==> src/rtl/hazard_pkg.sv <==
// Shared types and constants for the pipeline hazard sequencer.
package hazard_pkg;

   // Register specifier width of the MIPS datapath
   localparam int REG_ADDR_W = 5;

   // Width of the mult/div wait counter
   localparam int MD_CNT_W = 8;

   // Default total stall cycles for a mult/div sitting in ID
   localparam int MD_LATENCY_DEFAULT = 4;

   // Sequencer states: normal flow, or waiting on the multi-cycle unit
   typedef enum logic [0:0] {
      RUN     = 1'b0,
      MD_WAIT = 1'b1
   } hz_state_e;

endpackage

==> src/rtl/hazard_controller_load_use_detect.sv <==
// Combinational load-use comparator: the load in EX writes a register
// that the instruction in ID is about to read.
module load_use_detect
   import hazard_pkg::*;
(
   input  logic                  ex_mem_read,
   input  logic [REG_ADDR_W-1:0] ex_reg_dst,
   input  logic [REG_ADDR_W-1:0] id_rs,
   input  logic [REG_ADDR_W-1:0] id_rt,
   input  logic                  id_uses_rt,
   output logic                  load_use
);

   // $zero is never a real dependency; rt only matters when ID actually reads it
   always_comb begin
      load_use = ex_mem_read
              && (ex_reg_dst != '0)
              && ((ex_reg_dst == id_rs) || (id_uses_rt && (ex_reg_dst == id_rt)));
   end

endmodule

==> src/rtl/hazard_controller.sv <==
// Central pipeline sequencer: stage-advance enables, bubble inserts,
// mult/div start/wait handling and a saturating stall-cycle counter.
module hazard_controller
   import hazard_pkg::*;
#(
   parameter int MD_LATENCY  = MD_LATENCY_DEFAULT,
   parameter int STALL_CNT_W = 16
) (
   input  logic                   Clk,
   input  logic                   Rst,
   input  logic [REG_ADDR_W-1:0]  IDRs,
   input  logic [REG_ADDR_W-1:0]  IDRt,
   input  logic                   IDUsesRt,
   input  logic                   IDMulDiv,
   input  logic                   EXMemRead,
   input  logic [REG_ADDR_W-1:0]  EXRegDst,
   input  logic                   EXBranchTaken,
   input  logic                   Exception,
   output logic                   PCWrite,
   output logic                   IFIDWrite,
   output logic                   IFIDFlush,
   output logic                   IDEXFlush,
   output logic                   EXMEMFlush,
   output logic                   MDStart,
   output logic                   Busy,
   output logic [STALL_CNT_W-1:0] StallCount
);

   // The detection cycle is one stall and the final MD_WAIT cycle sees cnt==0,
   // so the wait counter starts two below the total latency.
   localparam logic [MD_CNT_W-1:0] MD_START_CNT = MD_CNT_W'(MD_LATENCY - 2);

   hz_state_e              state_q, state_d;
   logic [MD_CNT_W-1:0]    cnt_q, cnt_d;
   logic                   md_done_q, md_done_d;
   logic [STALL_CNT_W-1:0] stall_cnt_q, stall_cnt_d;

   logic load_use;
   logic pc_write;
   logic if_id_write;
   logic if_id_flush;
   logic id_ex_flush;
   logic ex_mem_flush;
   logic md_start;
   logic busy;

   load_use_detect u_load_use_detect (
      .ex_mem_read (EXMemRead),
      .ex_reg_dst  (EXRegDst),
      .id_rs       (IDRs),
      .id_rt       (IDRt),
      .id_uses_rt  (IDUsesRt),
      .load_use    (load_use)
   );

   // State, wait counter, release flag and stall counter registers
   always_ff @(posedge Clk or posedge Rst) begin
      if (Rst) begin
         state_q     <= RUN;
         cnt_q       <= '0;
         md_done_q   <= 1'b0;
         stall_cnt_q <= '0;
      end else begin
         state_q     <= state_d;
         cnt_q       <= cnt_d;
         md_done_q   <= md_done_d;
         stall_cnt_q <= stall_cnt_d;
      end
   end

   // Next state: enter MD_WAIT on a start pulse, leave on count expiry or exception
   always_comb begin
      state_d   = state_q;
      cnt_d     = cnt_q;
      md_done_d = 1'b0;
      case (state_q)
         RUN: begin
            if (md_start) begin
               state_d = MD_WAIT;
               cnt_d   = MD_START_CNT;
            end
         end
         MD_WAIT: begin
            if (Exception) begin
               // Aborted wait: the ID instruction is flushed, so no restart guard is needed
               state_d = RUN;
               cnt_d   = '0;
            end else if (cnt_q == '0) begin
               // Normal release: keep the still-present mult/div in ID from restarting
               state_d   = RUN;
               md_done_d = 1'b1;
            end else begin
               cnt_d = cnt_q - 1'b1;
            end
         end
         default: begin
            state_d = RUN;
            cnt_d   = '0;
         end
      endcase
   end

   // Mealy outputs, highest-priority rule first; reset forces a frozen, fully flushed pipe
   always_comb begin
      pc_write     = 1'b1;
      if_id_write  = 1'b1;
      if_id_flush  = 1'b0;
      id_ex_flush  = 1'b0;
      ex_mem_flush = 1'b0;
      md_start     = 1'b0;
      busy         = 1'b0;
      if (Rst) begin
         pc_write     = 1'b0;
         if_id_write  = 1'b0;
         if_id_flush  = 1'b1;
         id_ex_flush  = 1'b1;
         ex_mem_flush = 1'b1;
      end else if (Exception) begin
         // Vector fetch: PC loads the handler while everything younger is squashed
         if_id_flush  = 1'b1;
         id_ex_flush  = 1'b1;
         ex_mem_flush = 1'b1;
      end else if (state_q == MD_WAIT) begin
         // EX holds a bubble here, so a branch indication cannot be genuine
         busy        = 1'b1;
         pc_write    = 1'b0;
         if_id_write = 1'b0;
         id_ex_flush = 1'b1;
      end else if (EXBranchTaken) begin
         if_id_flush = 1'b1;
         id_ex_flush = 1'b1;
      end else if (load_use) begin
         pc_write    = 1'b0;
         if_id_write = 1'b0;
         id_ex_flush = 1'b1;
      end else if (IDMulDiv && !md_done_q) begin
         md_start    = 1'b1;
         pc_write    = 1'b0;
         if_id_write = 1'b0;
         id_ex_flush = 1'b1;
      end
   end

   // Stall counter counts every cycle the PC is held and sticks at all-ones
   always_comb begin
      stall_cnt_d = stall_cnt_q;
      if (!pc_write && (stall_cnt_q != '1)) begin
         stall_cnt_d = stall_cnt_q + STALL_CNT_W'(1);
      end
   end

   assign PCWrite    = pc_write;
   assign IFIDWrite  = if_id_write;
   assign IFIDFlush  = if_id_flush;
   assign IDEXFlush  = id_ex_flush;
   assign EXMEMFlush = ex_mem_flush;
   assign MDStart    = md_start;
   assign Busy       = busy;
   assign StallCount = stall_cnt_q;

endmodule

==> config.mk <==
export PLATFORM = sky130hd
export DESIGN_NAME = hazard_controller
export DESIGN_NICKNAME = d
export VERILOG_FILES = /design/src/rtl/hazard_pkg.sv /design/src/rtl/hazard_controller_load_use_detect.sv /design/src/rtl/hazard_controller.sv
export SDC_FILE = /design/constraint.sdc
export NUM_CORES = 1
export LEC_CHECK = 0
export ABC_AREA = 1
export CAP_MARGIN = 0
export CORE_MARGIN = 5
export CORE_UTILIZATION = 50
export DETAILED_ROUTE_END_ITERATION = 8
export PLACE_DENSITY = 0.81
export SETUP_SLACK_MARGIN = 0.3
export SYNTH_ARGS = -nofsm -noshare
export SYNTH_HDL_FRONTEND = slang
export SYNTH_SLANG_ARGS = --single-unit
==> constraint.sdc <==
create_clock -name Clk -period 2.4 [get_ports Clk]
set_input_delay 0.36 -clock Clk [delete_from_list [all_inputs] [get_ports Clk]]
set_output_delay 0.36 -clock Clk [all_outputs]
set_load 0.05 [all_outputs]
# == After elaboration in Yosys (flattened, before gate mapping) ==
# Cells that the tools add are included.
# word_totals
ff_bits,26
output_inout_bits,23
word_cells,60
# op_classes
addsub,2
eq_ne,5
mux,37
n_bitwise,1
reduce_logical,11
# ops
cell,n
1-bit two-way mux,32
8-bit two-way mux,3
"16-bit by 1-bit adder with 16-bit output, second input constant",1
"16-bit != test, second input constant",1
8-bit one-hot mux with 2 select lines,1
5-bit equality test,2
8-bit logical NOT,1
"8-bit by 1-bit subtractor with 8-bit output, second input constant",1
1-bit logical AND,5
5-bit nonzero test,1
"3-bit != test, second input constant",1
1-bit logical NOT,2
"2-bit != test, second input constant",1
1-bit one-hot mux with 2 select lines,1
2-bit AND reduction,1
1-bit logical OR,1
1-bit inverter,1

# == Longest topological paths before layout ==
# logic_depth
depth_word,11
mapped_depth,14

# == Cells and area by module ==
# Synthesis repeated with hierarchy kept, for this count alone.
# hier_totals
hier_cells,286
area_unflattened_um2,1924.3
# modules_own_cells
module,n_inst,cells_per_inst,area_each_um2,seq_area_each_um2
hazard_controller,1,234,1717.9,650.6
load_use_detect,1,52,206.4,0.0

# == Worst setup path after synthesis ==
# No wires, ideal clock.
# synth_timing
path_kind,input -> output
start,in Exception
end,out IFIDFlush
arrival_time_ps,1716
path_slack_ps,324
cell_stages,3
n_path_buf,1
path_cell_list,buf_2 > nor2_1 > o21ai_0
# synth_via
elab_chain_len,2
# synth_lines
item,line_no,source
start: declaration,hazard_controller.sv:18,"input logic Exception,"
1-bit two-way mux,hazard_controller.sv:118,end else if (Exception) begin
1-bit two-way mux,hazard_controller.sv:112,if (Rst) begin
end: declaration,hazard_controller.sv:21,"output logic IFIDFlush,"
# Every way passes these cells.

# == Worst setup path in the final report ==
# layout_timing
start,in IDRs[4]
end,out PCWrite
# layout_via
elab_chain_len,8
# layout_lines
item,line_no,source
start: declaration,hazard_controller.sv:11,"input logic [REG_ADDR_W-1:0] IDRs,"
5-bit equality test,hazard_controller_load_use_detect.sv:18,&& ((ex_reg_dst == id_rs) || (id_uses_rt && (ex_reg_dst == id_rt)));
1-bit logical OR,hazard_controller_load_use_detect.sv:18,
1-bit logical AND,hazard_controller_load_use_detect.sv:18,
1-bit two-way mux,hazard_controller.sv:132,end else if (load_use) begin
1-bit two-way mux,hazard_controller.sv:129,end else if (EXBranchTaken) begin
1-bit two-way mux,hazard_controller.sv:123,end else if (state_q == MD_WAIT) begin
1-bit two-way mux,hazard_controller.sv:118,
1-bit two-way mux,hazard_controller.sv:112,
end: declaration,hazard_controller.sv:19,"output logic PCWrite,"
# Every way passes these cells.

==> impl_metrics.py <==
metrics = {
    "power": {
        "p_switching_w": 0.000614,
        "pwr-share-comb": 0.441,
        "p_clk_frac": 0.168,
        "intPower_w": 0.000852,
        "sw_frac_of_total": 0.419,
        "powerDensity_mw_per_mm2": 585,
        "sequentialPowerShare": 0.391,
        "peakVddDrop_uv": 398,
        "leakage_nw": 1.38,
    },
    "timing": {
        "rsz0062_at_grt": "no",
        "tightest_slew_ns": 0.508,
        "fmaxAchievable_ghz": 0.513,
        "finClkSkew_ns": 0.00528,
        "finalSetupViolCount": 0,
        "finalCritPeriodShare": 0.813,
        "slew_headroom": 0.660,
        "period_needed_ns": 1.95,
        "maxSlewViolCount": 0,
        "tns_ns": 0,
        "hold_ws_ns": 0.500,
        "hold_violations": 0,
    },
    "detailed_routing": {
        "vias_per_cell": 4.97,
        "ant_nets": 0,
        "wl_per_cell_um": 11.9,
        "via_count": 1825,
        "first_pass_iters": 4,
        "drc_errors": 0,
        "wl_mm": 4.37,
        "drt_iter0_drc": 68,
    },
    "yosys": {
        "ys_types": 24,
        "yosysWarnings": 0,
        "synth_nets": 295,
        "avgSynthCellArea_um2": 6.87,
        "yosys.area.top_type": "dfrtp_1",
        "synth.top_cell.area_share": 0.350,
        "synthesis.area_mm2": 0.00186,
        "ys_top_cells_by_area": "dfrtp_1 (35%), nand2_1 (19%), nand3_1 (9.7%)",
        "netlist_instances": 271,
        "synth-seq-area-share": 0.350,
        "ys_seq_elements": 26,
    },
    "global_routing": {
        "gr-usage-all-layers": 0.179,
        "grt_pass1_vias": 1690,
        "grt_pass1_wl_mm": 7.46,
        "grt_overflow_total": 0,
        "grt_antenna_before_repair": 0,
        "grt_max_degree": 27,
    },
    "place": {
        "gp_congestion": 0.839,
        "hpwl_mm": 3.30,
        "portBuffers": 44,
        "place_area_mm2": 0.00242,
    },
    "min_path": {
        "min_from": "cnt_q[0]",
        "hold_class": "reg2reg",
    },
    "run_status": {
        "status": "finished clean",
    },
    "floorplan": {
        "die_h_um": 71,
        "die-area_mm2": 0.00504,
        "placeableCoreArea_mm2": 0.00363,
        "dieWidth_um": 71,
        "initial_core_util": 0.512,
        "ioPinCount": 45,
        "num_rows": 22,
    },
    "setup_path": {
        "r2r-start": "cnt_q[0]",
        "cp.required_ns": 2.04,
        "worstPathCellList": "clkdlybuf4s50_1 -> xnor2_1 -> nand3_1 -> nand2_1 -> nand2_2 -> nand2_2 -> nand2_2 -> nand2_4 -> inv_4 -> buf_12",
        "startpoint": "IDRs[4]",
        "cp_common_cell": "nand2_2",
        "timing_worst_setup_path_type": "in2out",
        "worstPathArrival_ns": 1.59,
        "path_max_fanout": 3,
        "cp_slowest_cell": "clkdlybuf4s50_1",
        "cpPeakStageDelay_ns": 0.47,
        "crit_path_end_kind": "output port",
        "start_kind": "input pin",
    },
    "cells_and_area": {
        "n_antenna_cell": 0,
        "stdcell_area_mm2": 0.00251,
        "syn2layout_area_growth_pct": 34.8,
        "nets": 345,
        "drive_gt1_frac": 0.135,
    },
    "clocking": {
        "ctsRootBufferMaster": "clkbuf_8",
        "worst_skew_pair.late_latency_ns": 0.27,
        "cts_buffers": 3,
        "cts_htree_levels": 1,
        "cts_sinks": 26,
        "clkTransAtPathRegs_ns": 0.08,
        "cts_buffer_depth": 2,
        "cts_tree": "yes",
    },
    "flow_run": {
        "cap_viol_max_count": 0,
    },
}
state kept, by name, indices dropped and copies added, names as in the netlist:
register    flops
StallCount     16
state_q         1
md_done_q       1
cnt_q           8
logic make-up after synthesis:
family | count (synthesis) | synth area share
AO/OA/AOI/OAI | 3 | 0.00807
XOR/XNOR | 19 | 0.0894
adder cells (fa/ha/maj) | 2 | 0.0134
buffers and inverters | 43 | 0.0962
flip-flops | 26 | 0.350
AND/OR/NAND/NOR | 178 | 0.443
power by group through the flow:
stage	clock network [W]	logic [W]	registers, W
4_1_cts	0.000256	0.000641	0.000572
3_5_place_dp	0	0.000641	0.000580
5_1_grt	0.000276	0.000709	0.000583
2_1_floorplan	0	0.000320	0.000692
3_3_place_gp	0	0.000627	0.000577
6_report	0.000247	0.000646	0.000573
placed cells by master, fill, tap and decap left out, drive strengths merged:
cell type / n
nand3: 37
nor2: 24
dfrtp: 26
xnor2: 4
nor3: 14
o21ai: 3
xor2: 15
clkdlybuf4s50: 22
dlygate4sd2: 5
ha: 2
nand2: 98
clkbuf: 3
nor4: 3
inv: 38
buf: 13
nand4: 2
dlymetal6s2s: 10
stage by stage:
step	total power, W	worst slack (ns)	utilization	std cells
6_report	0.00147	0.450	0.690	367
4_1_cts	0.00147	0.307	0.678	367
5_1_grt	0.00157	0.326	0.690	367
3_3_place_gp	0.00120	0.253	0.666	363
2_1_floorplan	0.00101	0.324	-	271
3_5_place_dp	0.00122	0.213	0.666	363
synth_stat cells:
cell,number
nand4_1,2
o21ai_0,3
nand2_2,3
nor4_1,2
dfrtp_1,26
nor3_1,9
nand3_2,1
buf_2,2
xor2_1,15
nor3_4,1
nand2_4,3
nor2_1,23
buf_4,1
inv_2,6
nor3_2,4
xnor2_1,4
inv_1,32
nand2_1,92
nand3_1,36
ha_1,2
clkbuf_4,1
nor4_2,1
buf_6,1
nor2_4,1
timing repair:
action	4_1_cts	5_1_grt
gates resized for setup	6	17
endpoints found under the hold margin	0	0
hold buffers	0	0
pin swaps	0	8
setup endpoints to repair	2	27
buffers inserted	1	0
critical path, delay by kind of cell:
family | cells | cell delay, ns
XOR/XNOR | 1 | 0.11
AND/OR/NAND/NOR | 6 | 0.45
buffers and inverters | 3 | 0.66
per-layer routing:
metal	global-route usage	part of all wire	wire length, µm	up-vias
li1	-	-	-	943
met5	0	0	0	-
met2	0.302	0.50	2190	39
met1	0.235	0.45	1980	839
met3	0.0213	0.036	157	4
met4	0.0689	0.012	51	0
area by class of cell:
| cell class | instances | area (µm²) |
|---|---|---|
| clock buffers | 3 | 41.3 |
| fillers | 306 | 1130 |
| inverters | 38 | 145 |
| multi-input cells | 202 | 1050 |
| flip-flops and latches | 26 | 651 |
| well taps | 48 | 60.1 |
| repair buffers | 50 | 562 |
worst paths after layout:
path	endpoint	slack, ns	cells after the start
setup / recovery	PCWrite	0.45	10
hold / removal	cnt_q[0]	0.50	2
setup reg to reg	cnt_q[2]	0.52	10
hold reg to reg	cnt_q[0]	0.50	2
max in group asynchronous	StallCount[2]	1.62	3
min in group asynchronous	StallCount[0]	0.53	3
Note: power is estimated with default switching activity, not from simulation.
